File: config.mk
export PLATFORM = sky130hd
export DESIGN_NAME = regfile_wb_arbiter
export DESIGN_NICKNAME = d
export VERILOG_FILES = /design/src/rtl/regfile_wb_arbiter.sv
export SDC_FILE = /design/constraint.sdc
export NUM_CORES = 1
export LEC_CHECK = 0
export CAP_MARGIN = 20
export CELL_PAD_IN_SITES_DETAIL_PLACEMENT = 2
export CELL_PAD_IN_SITES_GLOBAL_PLACEMENT = 2
export CORE_MARGIN = 2
export CORE_UTILIZATION = 45
export DETAILED_ROUTE_END_ITERATION = 16
export DONT_BUFFER_PORTS = 1
export PLACE_DENSITY_LB_ADDON = 0.1
export SLEW_MARGIN = 25
export SYNTH_ARGS = -nofsm -noshare
export SYNTH_HDL_FRONTEND = slang
export SYNTH_SLANG_ARGS = --single-unit
File: constraint.sdc
create_clock -name clk -period 2.6 [get_ports clk]
set_input_delay 0.26 -clock clk [delete_from_list [all_inputs] [get_ports clk]]
set_output_delay 0.26 -clock clk [all_outputs]
set_load 0.01 [all_outputs]
File: src/rtl/regfile_wb_arbiter.sv
// Write-back arbiter for the integer register file: pipeline writes win, long-latency results queue in a FIFO.
// Optional cycle trace of writes and squashes when WB_ARB_TRACE_EN is defined.
module regfile_wb_arbiter #(
   parameter int DEPTH = 4,
   parameter int DW    = 32,
   parameter int AW    = 5
) (
   input  logic          clk,
   input  logic          rst,
   input  logic          pipe_we,
   input  logic [AW-1:0] pipe_waddr,
   input  logic [DW-1:0] pipe_wdata,
   input  logic          lu_valid,
   output logic          lu_ready,
   input  logic [AW-1:0] lu_waddr,
   input  logic [DW-1:0] lu_wdata,
   input  logic [AW-1:0] q_addr,
   output logic          q_busy,
   output logic          we,
   output logic [AW-1:0] waddr,
   output logic [DW-1:0] wdata
);

   localparam int PW = $clog2(DEPTH);
   localparam logic [PW:0] FULL = DEPTH[PW:0];

   logic [DEPTH-1:0]         live_q, live_d;
   logic [DEPTH-1:0][AW-1:0] addr_q;
   logic [DEPTH-1:0][DW-1:0] data_q;
   logic [PW-1:0]            head_q, head_d, tail_q, tail_d;
   logic [PW:0]              count_q, count_d;
   logic                     we_q, we_d;
   logic [AW-1:0]            waddr_q, waddr_d;
   logic [DW-1:0]            wdata_q, wdata_d;

   logic pipe_wr, non_empty, head_live, push, pop;

   assign lu_ready = !rst && (count_q < FULL);
   assign we       = we_q;
   assign waddr    = waddr_q;
   assign wdata    = wdata_q;

   // A live head stalls only behind a pipeline write; a dead head always drains.
   always_comb begin
      pipe_wr   = pipe_we && (pipe_waddr != '0);
      non_empty = (count_q != '0);
      head_live = non_empty && live_q[head_q];
      push      = lu_valid && lu_ready;
      pop       = non_empty && !(pipe_wr && head_live);
   end

   always_comb begin
      live_d = live_q;
      for (int i = 0; i < DEPTH; i++)
         if (pipe_wr && (addr_q[i] == pipe_waddr)) live_d[i] = 1'b0;
      // Popped slots are cleared so stale entries never count as busy.
      if (pop) live_d[head_q] = 1'b0;
      if (push)
         live_d[tail_q] = (lu_waddr != '0) && !(pipe_wr && (pipe_waddr == lu_waddr));

      head_d  = pop  ? head_q + PW'(1) : head_q;
      tail_d  = push ? tail_q + PW'(1) : tail_q;
      count_d = count_q;
      if (push && !pop)      count_d = count_q + (PW+1)'(1);
      else if (pop && !push) count_d = count_q - (PW+1)'(1);

      we_d    = 1'b0;
      waddr_d = waddr_q;
      wdata_d = wdata_q;
      if (pipe_wr) begin
         we_d    = 1'b1;
         waddr_d = pipe_waddr;
         wdata_d = pipe_wdata;
      end else if (head_live) begin
         we_d    = 1'b1;
         waddr_d = addr_q[head_q];
         wdata_d = data_q[head_q];
      end
   end

   always_comb begin
      q_busy = 1'b0;
      for (int i = 0; i < DEPTH; i++)
         if (live_q[i] && (addr_q[i] == q_addr)) q_busy = 1'b1;
      if (q_addr == '0) q_busy = 1'b0;
   end

   always_ff @(posedge clk) begin
      if (rst) begin
         live_q  <= '0;
         head_q  <= '0;
         tail_q  <= '0;
         count_q <= '0;
         we_q    <= 1'b0;
         waddr_q <= '0;
         wdata_q <= '0;
      end else begin
         live_q  <= live_d;
         head_q  <= head_d;
         tail_q  <= tail_d;
         count_q <= count_d;
         we_q    <= we_d;
         waddr_q <= waddr_d;
         wdata_q <= wdata_d;
      end
   end

   always_ff @(posedge clk) begin
      if (push) begin
         addr_q[tail_q] <= lu_waddr;
         data_q[tail_q] <= lu_wdata;
      end
   end

`ifdef WB_ARB_TRACE_EN
   always @(posedge clk) begin
      if (!rst) begin
         if (we_d) $display("time %3d r%d = %h", $time, waddr_d, wdata_d);
         for (int i = 0; i < DEPTH; i++)
            if (pipe_wr && live_q[i] && (addr_q[i] == pipe_waddr))
               $display("time %3d squash r%d", $time, addr_q[i]);
         if (push && pipe_wr && (lu_waddr == pipe_waddr))
            $display("time %3d squash r%d", $time, lu_waddr);
      end
   end
`else
`endif

endmodule

==> Word level (Yosys, flattened, before mapping) <==
Cells that the tools add are included.
{ "word_totals": {"elab_cells": 102, "ff_bits": 197, "mem_bits_ro": 0, "out_inout_bits": 40, "mem_count": 0, "mem_bits_rw": 0, "latchBits": 0} }
{ "op_classes": {"n_bitwise": 2, "n_shift": 0, "multipliers": 0, "order_cmp": 5, "n_reduce_logical": 31, "div": 0, "muxes": 36, "addsub": 4, "n_eq_ne": 9} }
{ "op_table": {"columns": ["operator", "n"], "rows": [
  ["128-bit bitwise mux", 1],
  ["32-bit 2-to-1 mux", 4],
  ["32-bit binary-select mux with 2-bit select", 1],
  ["32-bit demux with 2-bit select", 1],
  ["5-bit equality test", 9],
  ["20-bit bitwise mux", 1],
  ["1-bit logical AND", 20],
  ["5-bit 2-to-1 mux", 4],
  ["1-bit 2-to-1 mux", 14],
  ["5-bit binary-select mux with 2-bit select", 1],
  ["5-bit demux with 2-bit select", 1],
  ["5-bit nonzero test", 2],
  ["4-bit 2-to-1 mux", 2],
  ["2-bit by 3-bit < comparator with 1-bit output, second input constant", 2],
  ["3-bit 2-to-1 mux", 2],
  ["1-bit logical NOT", 5],
  ["5-bit logical NOT", 1],
  ["2-bit by 1-bit adder with 2-bit output, second input constant", 2],
  ["4-bit bitwise AND", 1],
  ["4-bit bitwise mux", 1],
  ["1-bit demux with 2-bit select", 2],
  ["2-bit by 1-bit >= comparator with 1-bit output, second input constant", 2],
  ["4-bit inverter", 1],
  ["2-bit nonzero test", 2],
  ["other kinds (5)", 5]
]} }

==> Longest topological paths before layout <==
{ "depth": {"ltp_word": 9, "ltp_mapped": 11, "mapped_depth_nobuf": 10} }

==> Least setup slack after synthesis <==
No wires, ideal clock.
{ "synth_path": {"kind": "input-to-reg", "start": "in pipe_waddr[1]", "end": "reg count_q[2]", "setup_time_ps": 71, "t_arrival_ps": 2346, "n_path_buf": 1, "required_time_ps": 2529, "path_stages": 11, "path_slack_ps": 184, "cell_sequence": "buf_2 or4_4 o21a_1 a21oi_4 inv_1 ha_1 inv_1 fa_1 xor2_1 or3_1 a21oi_1"} }
{ "synth_via": {"elab_chain_len": 8, "word_cells_on_any_way": 10} }
{ "synth_lines": {"columns": ["item", "line", "rtl"], "rows": [
  ["start, declared", "11", "input logic [AW-1:0] pipe_waddr,"],
  ["5-bit nonzero test *", "45", "pipe_wr = pipe_we && (pipe_waddr != '0);"],
  ["1-bit logical AND *", "45", null],
  ["1-bit logical AND *", "49", "pop = non_empty && !(pipe_wr && head_live);"],
  ["1-bit logical NOT *", "49", null],
  ["1-bit logical AND *", "49", null],
  ["1-bit logical NOT", "64", "if (push && !pop) count_d = count_q + (PW+1)'(1);"],
  ["1-bit logical AND", "64", null],
  ["3-bit 2-to-1 mux or 2-bit nonzero test (tied branches)", null, null],
  ["end signal, assigned", "101", "count_q <= count_d;"],
  ["end, declared", "31", "logic [PW:0] count_q, count_d;"]
]} }
Every way passes the cells marked *; elsewhere a longest branch is shown, timed or not.
A chain may end at the register's enable or synchronous reset.

==> Worst setup path after layout <==
{ "layout_path": {"start": "reg count_q[2]", "end": "reg count_q[2]"} }
{ "layout_via": {"elab_chain_len": 8, "word_cells_on_any_way": 17} }
{ "layout_lines": {"columns": ["item"], "rows": [
  ["branches (longest 8 deep; another with 3-bit < comparator)"]
]} }
Several ways; the timed one is not identified. The select of a mux whose other input is x is not followed.

==> results.md <==
* Clk Latency, worst-skew pair at approximately 0.43 ns
* CP delay by family, top: simple AND/OR/NAND/NOR gates
* Clock edge transition at the registers on the reported setup and hold paths at 0.07 ns
* Area share of the largest cell type after synthesis at 0.553
* Bufs on Longest Clock Path at 2
* Die outline width at around 140 um
* Most used cells in the layout excluding fill and tap cells: edfxtp_1 (148), dfxtp_1 (47), dlygate4sd3_1 (46)
* Fraction of registers with async set or reset after synthesis at 0
* Pins over their slew limit at 0
* Path type of the worst setup path: flip-flop to flip-flop
* Placed Instance Area at 0.00835 mm^2
* Unrepaired setup endpoints after global routing: no
* HPWL after detailed placement at between 10 and 15 mm
* Congestion Overflow GR at 0
* Actual slew at the worst max-slew pin at ~0.83 ns
* Post-Syn Instances at between 500 and 600
* Final worst-path cycle share at 0.886
* Clock tree from TritonCTS: done
* Initial core utilization at 0.463
* Via count at 4,625
* Syn_area_per_cell at approximately 16 um^2
* Die height at approximately 140 um
* Number of violations reported at the end of detailed-routing iteration 0 at around 230
* Proportion of layout cells with a drive suffix above 1 at 0.169
* Cell Chain, Critical Path: nor3_1 -> a21oi_4 -> inv_1 -> ha_1 -> inv_1 -> fa_1 -> xor2_1 -> or3_1 -> a21oi_1
* P per Cell Area at 858 mW/mm^2
* Number of antenna violations at the first check in global routing at 0
* Clock root buffer master: clkbuf_16
* Wire length of the first global-routing pass at 32.0 mm
* Leading cell type in the layout, fill and taps excluded: edfxtp_1
* Data required time at the worst endpoint at 2.96 ns
* Clock sink total at 197
* Biggest area consumer among synthesized cells: edfxtp_1
* Full die area at about 0.019 mm^2
* Sequential share of the synthesized area at 0.675
* Number of inserted diodes at 0
* Maximum number of pins on one net before global-route repair at 46
* Path category of the worst min-delay check: primary input to flip-flop
* Port Buffer Count at 0
* Maximum VDD drop at 0.442 mV
* FF+latch count, synth at about 200
* Worst-path maximum fanout at 6
* Cell repeated most along the worst path: inv_1
* WP data arrival at 2.66 ns
* Final critical path time including I/O delays and setup at 2.30 ns
* Routed Antenna Nets at 0
* Vias per std cell at just under 6
* Top-Level Pins at roughly 120
* H-tree lvl count at 4
* Worst setup skew after layout at between 0.009 and 0.01 ns
* First drt pass iteration count at 4
* Leakage power at roughly 3.1 nW
* Dominant cells by area after synthesis: edfxtp_1 (55%), dfxtp_1 (12%), mux4_2 (11%)
* Post-layout total power at ~8.1 mW
* Total routing resource utilization after global routing at 0.236
* Hold Vio Cnt, Final at 0
* P&R area growth vs syn at 17.1%
* Placement Rows at 48
* Status: completed
* Highest achievable clock rate at 0.434 GHz
* Count of unique library cells instantiated by Yosys at 35
* Setup Viol. Count Final at 0
* Ys flop type: edfxtp_1
* Max capacitance violation total at 0
* Cell area after technology mapping at 0.00804 mm^2
* Layout filler cell count at 1,543
* Crit path max-delay cell type: nor3_1
* CP bufs+invs at 2
* Final worst hold slack at 0.0109 ns
* CORE AREA at ~0.017 mm^2
* Post-layout utilization of the core at 0.543
* Finished Cell Area at around 0.0094 mm^2
* Number of nets in the final layout at about 650
* Critical Path Sink Type: flip-flop
* Kind of start point of the critical path: flip-flop
* Net count of the mapped netlist at 607
* DRC errors left at 0
* Sum of routed wire length over all layers at 20.8 mm
* Number of clock buffers inserted by TritonCTS at 17
* Avg WL per Cell at between 20 and 30 um
* TNS Setup at 0 ns
* Slack of the worst reg-to-reg path at 0.30 ns
* Synth warn at 0
* Max-Slew Margin vs Limit at 0.450
* Routability congestion estimate at ~0.83
* Worst path max stage delay at between 0.4 and 0.5 ns
* Post-synth EDFFs at 148
* Vias in the first global route at about 5,300
[power breakdown]
group / total (mW) / internal [mW] / switching, mW
clock network: 2.58 / 1.37 / 1.21
logic: 1.71 / 0.825 / 0.881
registers: 3.79 / 3.62 / 0.172
[cells in the mapped netlist (all sizes together), types with 5 or more instances]
master,instances
mux2i,7
clkbuf,16
dfxtp,49
inv,10
nand2,6
xnor2,21
nand3b,5
nor3,34
nor4,8
o22ai,32
mux4,38
ha,9
nand3,8
edfxtp,148
xor2,28
a211oi,5
buf,19
o21ai,6
nor2,44
[metal layers]
layer / global-route usage / part of all wire / up-vias
li1: - / - / 2070
met5: 0 / 0 / -
met3: 0.0504 / 0.041 / 18
met2: 0.414 / 0.53 / 115
met4: 0.0745 / 0.014 / 0
met1: 0.292 / 0.42 / 2422
[worst paths after layout]
| kind | from | end | depth (start not counted) |
|---|---|---|---|
| setup reg to reg | count_q[2] | count_q[2] | 9 |
| setup / recovery | count_q[2] | count_q[2] | 9 |
| hold reg to reg | count_q[2] | count_q[2] | 2 |
| hold / removal | pipe_wdata[2] | wdata[2] | 2 |
[logic make-up after synthesis]
group	synth area share
AND/OR/NAND/NOR	0.0682
buffers and inverters	0.0265
flip-flops	0.675
XOR/XNOR	0.0534
AO/OA/AOI/OAI	0.0457
multiplexers	0.115
adder cells (fa/ha/maj)	0.0165
[sequential cells by signal, indices dropped and copies added (netlist names)]
register,count
we,1
head_q,2
tail_q,2
live_q,4
data_q,128
wdata,32
addr_q,20
count_q,3
waddr,5
[what timing repair did]
| action | CTS | global route |
|---|---|---|
| resized for setup | 0 | 0 |
| endpoints found under the hold margin | 193 | 0 |
| buffers inserted | 0 | 0 |
| hold buffers | 47 | 0 |
[area by class of cell]
| type | instances | area, um^2 | share of cell area |
|---|---|---|---|
| inverters | 10 | 37.5 | 0.00399 |
| repair buffers | 63 | 671 | 0.0712 |
| clock inverters | 14 | 145 | 0.0154 |
| multi-input cells | 272 | 2410 | 0.256 |
| flip-flops and latches | 197 | 5430 | 0.577 |
| well taps | 225 | 282 | 0.0299 |
| clock buffers | 18 | 439 | 0.0466 |
[per-stage QoR]
stage | std cells | worst slack (ns)
2_1_floorplan | 514 | 0.184
5_1_grt | 799 | 0.108
4_1_cts | 799 | 0.268
3_3_place_gp | 720 | 0.354
3_5_place_dp | 720 | 0.267
6_report | 799 | 0.298
(Power assumes the default switching activity.)
